[config.mk]
export PLATFORM = sky130hd
export DESIGN_NAME = window_gen
export DESIGN_NICKNAME = d
export VERILOG_FILES = /design/src/rtl/window_gen.sv
export SDC_FILE = /design/constraint.sdc
export NUM_CORES = 1
export LEC_CHECK = 0
export BUFFER_PORTS_ARGS = -buffer_cell sky130_fd_sc_hd__buf_2
export CORE_MARGIN = 2
export CORE_UTILIZATION = 60
export CTS_CLUSTER_SIZE = 8
export DETAILED_ROUTE_END_ITERATION = 7
export PLACE_DENSITY = 0.94
export RECOVER_POWER = 25
export REMOVE_ABC_BUFFERS = 1
export SLEW_MARGIN = 20
export SYNTH_ARGS = -nofsm -noshare
export SYNTH_HDL_FRONTEND = slang
export SYNTH_SLANG_ARGS = --single-unit
[constraint.sdc]
create_clock -name clk -period 7.2 [get_ports clk]
set_clock_uncertainty 0.2 [all_clocks]
set_input_delay 0.36 -clock clk [delete_from_list [all_inputs] [get_ports clk]]
set_output_delay 0.36 -clock clk [all_outputs]
set_load 0.02 [all_outputs]
[src/rtl/window_gen.sv]
`default_nettype none
// ============================================================================
// window_gen : trigger-started delay/width window generator with done/missed
// Rev 1.0
// ============================================================================
module window_gen #(
  parameter int CNT_WIDTH = 16
) (
  input  logic                 clk,
  input  logic                 rst,
  input  logic                 trig,
  input  logic [CNT_WIDTH-1:0] delay,
  input  logic [CNT_WIDTH-1:0] width,
  output logic                 out,
  output logic                 busy,
  output logic                 done,
  output logic                 missed
);

  typedef enum logic [1:0] {
    S_IDLE   = 2'd0,
    S_DELAY  = 2'd1,
    S_ACTIVE = 2'd2,
    S_END    = 2'd3
  } state_t;

  localparam logic [CNT_WIDTH-1:0] C_ONE  = CNT_WIDTH'(1);
  localparam logic [CNT_WIDTH-1:0] C_ZERO = '0;

  state_t               state, state_n;
  logic                 trig_q;
  logic                 rise;
  logic                 missed_n;
  logic [CNT_WIDTH-1:0] cnt, cnt_n;
  logic [CNT_WIDTH-1:0] wid_r, wid_n;

  assign rise = trig & ~trig_q;

  // The counter is loaded with the phase length and stops at 1, so it never wraps.
  always_comb begin
    state_n  = state;
    cnt_n    = cnt;
    wid_n    = wid_r;
    missed_n = 1'b0;
    case (state)
      S_IDLE, S_END: begin
        state_n = S_IDLE;
        if (rise) begin
          wid_n = width;
          if (delay != C_ZERO) begin
            state_n = S_DELAY;
            cnt_n   = delay;
          end else if (width != C_ZERO) begin
            state_n = S_ACTIVE;
            cnt_n   = width;
          end else begin
            state_n = S_END;
          end
        end
      end
      S_DELAY: begin
        missed_n = rise;
        if (cnt == C_ONE) begin
          if (wid_r != C_ZERO) begin
            state_n = S_ACTIVE;
            cnt_n   = wid_r;
          end else begin
            state_n = S_END;
          end
        end else begin
          cnt_n = cnt - C_ONE;
        end
      end
      S_ACTIVE: begin
        missed_n = rise;
        if (cnt == C_ONE) begin
          state_n = S_END;
        end else begin
          cnt_n = cnt - C_ONE;
        end
      end
      default: state_n = S_IDLE;
    endcase
  end

  // trig_q resets high so a trigger held across reset needs a fresh edge.
  always_ff @(posedge clk) begin
    if (rst) begin
      state  <= S_IDLE;
      trig_q <= 1'b1;
      cnt    <= C_ZERO;
      wid_r  <= C_ZERO;
      out    <= 1'b0;
      busy   <= 1'b0;
      done   <= 1'b0;
      missed <= 1'b0;
    end else begin
      state  <= state_n;
      trig_q <= trig;
      cnt    <= cnt_n;
      wid_r  <= wid_n;
      out    <= (state_n == S_ACTIVE);
      busy   <= (state_n == S_DELAY) || (state_n == S_ACTIVE);
      done   <= (state_n == S_END);
      missed <= missed_n;
    end
  end

endmodule
`default_nettype wire
==> results of run 1 <==
[flip-flops by register name, indices dropped and copies added, names as in the netlist]
signal / count
cnt: 16
trig_q: 1
busy: 1
out: 1
state: 2
done: 1
missed: 1
wid_r: 16
[final cells by class]
class	instances	share of cell area
multi-input combinational	210	0.543
sequential	39	0.303
timing repair buffer	39	0.0729
clock buffer	6	0.0282
inverter	17	0.0248
tap	48	0.0233
clock inverter	2	0.00486
[stage by stage]
step / std cells / instance area, µm² / worst slack, ns
2_1_floorplan: 266 / 2250 / 4.17
3_3_place_gp: 353 / 2500 / 4.24
3_5_place_dp: 353 / 2500 / 4.19
4_1_cts: 361 / 2590 / 4.17
5_1_grt: 361 / 2570 / 2.71
6_report: 361 / 2570 / 2.99
[path summary, 6_finish.rpt]
kind | start | to | slack (ns) | cells after the start
worst max-delay path | state[0] | busy | 2.99 | 8
worst min-delay path | trig | trig_q | 0.08 | 2
worst max register to register | state[0] | busy | 2.99 | 8
worst min register to register | wid_r[14] | wid_r[14] | 0.29 | 2
[logic make-up (layout without fill, tap and decap cells)]
group                      Yosys count  in the layout  share of synthesized area
AOI/OAI and AO/OA                   90             90                      0.290
DFF                                 39             39                      0.335
xor gates and xnor gates            11             11                     0.0414
buffers and inverters               34             64                     0.0624
adders and majority gates            6              6                     0.0323
and+or+nand+nor                    101            101                      0.229
muxes                                2              2                    0.00968
[layer usage]
metal / global-route usage / vias to the layer above
met3: 0.0596 / 15
met2: 0.474 / 142
met4: 0.120 / 0
li1: - / 1102
met5: 0 / -
met1: 0.420 / 1092
[power by group]
group | internal (mW) | leakage, nW | total, mW | switching, mW
Sequential | 0.224 | 0.317 | 0.234 | 0.00997
Clock | 0.0677 | 0.0412 | 0.147 | 0.0796
Combinational | 0.0435 | 0.684 | 0.104 | 0.0602
[layout by cell type, fill, tap and decap left out, drive strengths merged, types with 9 or more instances in the layout]
cell	n
buf	33
nor4	12
nand2	39
nor2	12
a21oi	41
a221oi	13
dfxtp	39
xnor2	9
clkbuf	12
inv	17
a22o	13
[worst max-delay path: cells and delay by family, from the launching register on]
family,cells,cell delay (ns)
DFF,1,0.34
AOI/OAI and AO/OA,1,0.34
and+or+nand+nor,2,1.04
buffers and inverters,3,1.62
adders and majority gates,2,0.51
==> metrics.yaml, run 1 <==
clock_sinks: 39
min-delay-path-class: "in2reg"
wl_met2_um: 2840
root_buffer: "clkbuf_8"
drive_gt1_frac: 0.182
syn_avg_cell_area_um2: 8.22
drv_slew: 38
design.die.area_mm2: 0.00439
drtIter0Drc: 152
cp-end-kind: "register"
cts_resized: 0
fin_crit_sh: 0.584
setup_violations: 0
ys_top_cells_by_area: "dfxtp_1, a21oi_1, nand2_1"
grtUsageTotal: 0.307
routed.top_layer: "met4"
ys_seq_elements: 39
ant_nets: 0
cap_violations: 1
synthTopCellsByCount: "a21oi_1, dfxtp_1, nand2_1"
vias: 2351
async_flop_share: 0
die_h_um: 66.3
die_w_um: 66.3
irDropWorstVdd_uv: 159
synth_most_common_cell: "a21oi_1"
max_stage_delay_ns: 1.20
yosysTopAreaCellShare: 0.335
ys_types: 48
drc_errors: 0
viasPerCell: 6.51
worst_setup_path_start_kind: "register"
power.density_mw_per_mm2: 188
grt_max_degree: 38
crit_chain: "inv_1 -> ha_1 -> clkbuf_1 -> inv_1 -> nor2_1 -> a22o_1 -> ha_1 -> nor2b_1"
maxSlewHeadroom: -0.111
rows: 22
finalCriticalPeriod_ns: 4.21
finalWeightedCongestion: 0.906
antenna_found_initial: 0
whs_ns: 0.0806
synth_flop_cell: "dfxtp_1"
fmax_mhz: 238
failed_checks: "capacitance limit, slew limit"
yosys.area.top_type: "dfxtp_1"
regArea_um2: 781
fillers: 300
core_area_mm2: 0.00369
crit_fanout: 37
area_growth_pct: 10.6
utilization: 0.698
cp_data_arrival_time_ns: 4.15
finalSetupTns_ns: 0
synth_area_mm2: 0.00233
cts_tree: "built"
leakagePower_nw: 1.04
cts.clk_slew.worst_paths_ns: 0.08
hpwlAfterDp_um: 4630
worstSetupPathType: "reg2reg"
io_buffers: 38
synth_seq_area_share: 0.335
drt-total-wl_um: 6210
h-tree-depth: 2
worst_pin_slew_ns: 1.67
layout.nets: 353
post_cts_buffers: 0
gr-total-overflow: 0
post_drt_wl_per_cell_um: 17.2
power_mw: 0.485
antenna_cells: 0
required_ns: 7.15
met3_length_um: 551
synth-edff-count: 0
ys_warn_count: 0
status: "complete, but fails checks"
drt-met1-wl_um: 2650
cts_buffers: 5
multiInputGateArea_mm2: 0.00140
grt_pass1_wl_um: 10200
clkLatencyLatePin_ns: 0.30
hold_buffers: 0
grt_pass1_vias: 2128
ios: 39
hold_violations: 0
initial_core_util: 0.631
first_pass_iters: 5
netlist_instances: 283
rsz0062_at_grt: "no"
cpMaxStageDelayCell: "clkbuf_1"
clockBufferDepth: 2
No activity file was read; power rests on OpenSTA's default activity.
==> run 2: changes to the inputs <==
ABC_AREA = 1   (was not set)
CORE_UTILIZATION = 52   (was 60)
PLACE_DENSITY = 0.87   (was 0.94)
clock period = 3.6 ns   (was 7.2 ns; I/O delays follow)
==> run 2 against run 1 <==
The flow now finishes without violations. Maximum frequency is 56% higher. Final area increased by 18%. Sequential power is 110% higher. Register-to-register slack lost 2.1 ns. Non-clock buffer count grew 17. Count of clock-buffer cells in the layout rose by 1. Die area grew 27%. Utilization shrank 6.4 points.
==> metrics.yaml, run 2 <==
grtUsageTotal: 0.279  # -0.0279
die_w_um: 74.7  # +13%
drtIter0Drc: 208  # +37%
ys_seq_elements: 39  # unchanged
switching_share: 0.334  # +0.0247
path_delay_family: "simple AND/OR/NAND/NOR gates"
maxSlewHeadroom: 0.433  # +0.544
mostFrequentLayoutCells: "nand2_1, nor2_1, inv_1, o21ai_0, dfxtp_1"
async_flop_share: 0  # unchanged
drv_slew: 0  # -100%
hold_violations: 0  # unchanged
finalWeightedCongestion: 0.876  # -3.3%
max_stage_delay_ns: 0.34  # -0.86 ns
netlist_instances: 439  # +55%
first_pass_iters: 5  # unchanged
finalCriticalPeriod_ns: 2.70  # -1.51 ns
synth_most_common_cell: "nand2_1"
cts_resized: 0  # unchanged
initial_core_util: 0.543  # -0.0877
clockBufferDepth: 2  # unchanged
grt_pass1_vias: 2650  # +25%
synthTopCellsByCount: "nand2_1, nor2_1, inv_1"
reg_top3: "cnt: 16 flops, wid_r: 16 flops, state: 2 flops"
antenna_found_initial: 0  # unchanged
post_drt_wl_per_cell_um: 12.9  # -25%
grt_pass1_wl_um: 12100  # +18%
synth_area_mm2: 0.00260  # +12%
core_area_mm2: 0.00479  # +30%
setup_violations: 0  # unchanged
drc_errors: 0  # unchanged
hpwlAfterDp_um: 5190  # +12%
reg2reg_depth: 16  # +8
multiInputGateArea_mm2: 0.00155  # +11%
cpMaxStageDelayCell: "nand2_1"
cp_data_arrival_time_ns: 2.67  # -1.48 ns
drt-total-wl_um: 7150  # +15%
cp-end-kind: "register"
root_buffer: "clkbuf_8"
worst_setup_path_start_kind: "register"
fillers: 427  # +42%
ant_nets: 0  # unchanged
area_growth_pct: 16.7
cap_violations: 0  # -1
h-tree-depth: 2  # unchanged
drive_gt1_frac: 0.112  # -0.0696
crit_chain: "inv_1 -> ha_1 -> inv_1 -> nor2_1 -> nand2_1 -> nor2_1 -> nand2_2 -> nand2_2 -> nand2_1 -> nand2_1 -> nand2_1 -> o21ai_2 -> inv_1 -> ha_1 -> inv_1 -> nor2_1"
required_ns: 3.57  # -3.58 ns
rsz0062_at_grt: "no"
regArea_um2: 781  # unchanged
fmax_mhz: 370  # +56%
design.die.area_mm2: 0.00558  # +27%
synth_seq_area_share: 0.300  # -0.0352
gr-total-overflow: 0  # unchanged
worstSetupPathType: "reg2reg"
cp.depth: 16  # +8
layout.nets: 529  # +50%
vias: 2859  # +22%
power.density_mw_per_mm2: 347  # +84%
io_buffers: 38  # unchanged
switching_power_mw: 0.351  # +130%
synth_flop_cell: "dfxtp_1"
die_h_um: 74.7  # +13%
clock_sinks: 39  # unchanged
synth-edff-count: 0  # unchanged
min_delay_path_depth: 3  # +1
cts.clk_slew.worst_paths_ns: 0.07  # about the same
ys_types: 29  # -40%
fin_crit_sh: 0.750  # +0.166
yosysTopAreaCellShare: 0.300  # -0.0352
leakagePower_nw: 1.43  # +37%
final_common_cell: "nand2_1"
antenna_cells: 0  # unchanged
yosys.area.top_type: "dfxtp_1"
ys_warn_count: 0  # unchanged
power_frac_seq: 0.463  # -0.019
min-delay-path-class: "in2reg"
status: "finished clean"
cts_tree: "built"
irDropWorstVdd_uv: 247  # +56%
path_buf_inv: 4  # +1
power_frac_clock: 0.266  # -0.038
internal_power_mw: 0.701  # +110%
worst_pin_slew_ns: 0.850  # -0.816 ns
whs_ns: 0.0421  # -0.0385 ns
clkLatencyLatePin_ns: 0.28  # -0.02 ns
finalSetupTns_ns: 0  # unchanged
grt_max_degree: 31  # -18%
rows: 25  # +14%
cts_buffers: 5  # unchanged
syn_avg_cell_area_um2: 5.92  # -28%
ios: 39  # unchanged
viasPerCell: 5.14  # -21%
ys_top_cells_by_area: "dfxtp_1, nand2_1, nor2_1"
comb_power_share: 0.272  # +0.058
crit_fanout: 17  # -54%
==> run 2: changes by cell type in the layout (fill, tap and decap cells not counted), sizes merged, moves of 12 or more <==
cell | previous run | this run
nand3 | 4 | 18
nor4 | 12 | 0
nand2 | 39 | 116
a221oi | 13 | 0
a22o | 13 | 0
inv | 17 | 46
dlygate4sd3 | 0 | 16
o21ai | 3 | 43
nor2 | 12 | 112
==> run 2: worst paths after layout <==
check / start / to / slack, ns
worst max register to register: cnt[1] / busy / 0.90
worst min register to register: wid_r[12] / wid_r[12] / 0.29
worst min-delay path: width[12] / wid_r[12] / 0.04
worst max-delay path: cnt[1] / busy / 0.90
==> run 2: worst reg2reg max path, cell delays in order, from the launching register on <==
cell and delay, ns:
dfxtp_1 0.31, inv_1 0.09, ha_1 0.14, inv_1 0.05
nor2_1 0.12, nand2_1 0.07, nor2_1 0.25, nand2_2 0.11
nand2_2 0.07, nand2_1 0.34, nand2_1 0.17, nand2_1 0.08
o21ai_2 0.16, inv_1 0.06, ha_1 0.28, inv_1 0.06
nor2_1 0.03
==> run 2: timing repair <==
| action | 4_1_cts | 5_1_grt |
|---|---|---|
| endpoints found under the hold margin | 21 | 0 |
| setup buffers | 0 | 0 |
| hold buffers | 16 | 0 |
==> run 2: power groups by stage <==
stage          clock network (mW)  logic, mW  registers, mW
3_3_place_gp                    0      0.261          0.495
2_1_floorplan                   0      0.193          0.488
5_1_grt                     0.298      0.327          0.489
3_5_place_dp                    0      0.267          0.495
4_1_cts                     0.284      0.283          0.486
6_report                    0.279      0.285          0.487
==> run 2: cell families (layout without fill, tap and decap cells) <==
kind of cell | Yosys count | in the layout | share of synthesized area
AO/OA/AOI/OAI | 75 | 75 | 0.149
XOR/XNOR | 6 | 6 | 0.0202
adder cells (fa/ha/maj) | 6 | 6 | 0.0289
buffers and inverters | 62 | 112 | 0.101
flip-flops | 39 | 39 | 0.300
AND/OR/NAND/NOR | 251 | 251 | 0.400
==> run 2: layout make-up <==
class / instances / share of cell area
Clock buffer: 7 / 0.0252
Clock inverter: 1 / 0.00165
Inverter: 48 / 0.0598
Multi-Input combinational cell: 338 / 0.510
Sequential cell: 39 / 0.257
Tap cell: 67 / 0.0276
Timing Repair Buffer: 56 / 0.118
==> run 2: per-stage QoR <==
| step | util | instance area (µm²) | power, mW | worst slack [ns] | cells |
|---|---|---|---|---|---|
| final | 0.634 | 3030 | 1.05 | 0.899 | 556 |
| after CTS | 0.637 | 3050 | 1.05 | 1.09 | 556 |
| after floorplan | - | 2520 | 0.682 | 0.456 | 425 |
| after global placement | 0.587 | 2810 | 0.755 | 1.17 | 532 |
| after detailed placement | 0.587 | 2810 | 0.762 | 1.10 | 532 |
| after global routing | 0.634 | 3030 | 1.11 | 0.619 | 556 |
==> run 2: metal layers <==
metal,share of wire,vias up,track usage
met2,0.47,118,0.470
met5,0,-,0
li1,-,1472,-
met4,0.020,0,0.0813
met1,0.44,1250,0.369
met3,0.066,19,0.0482
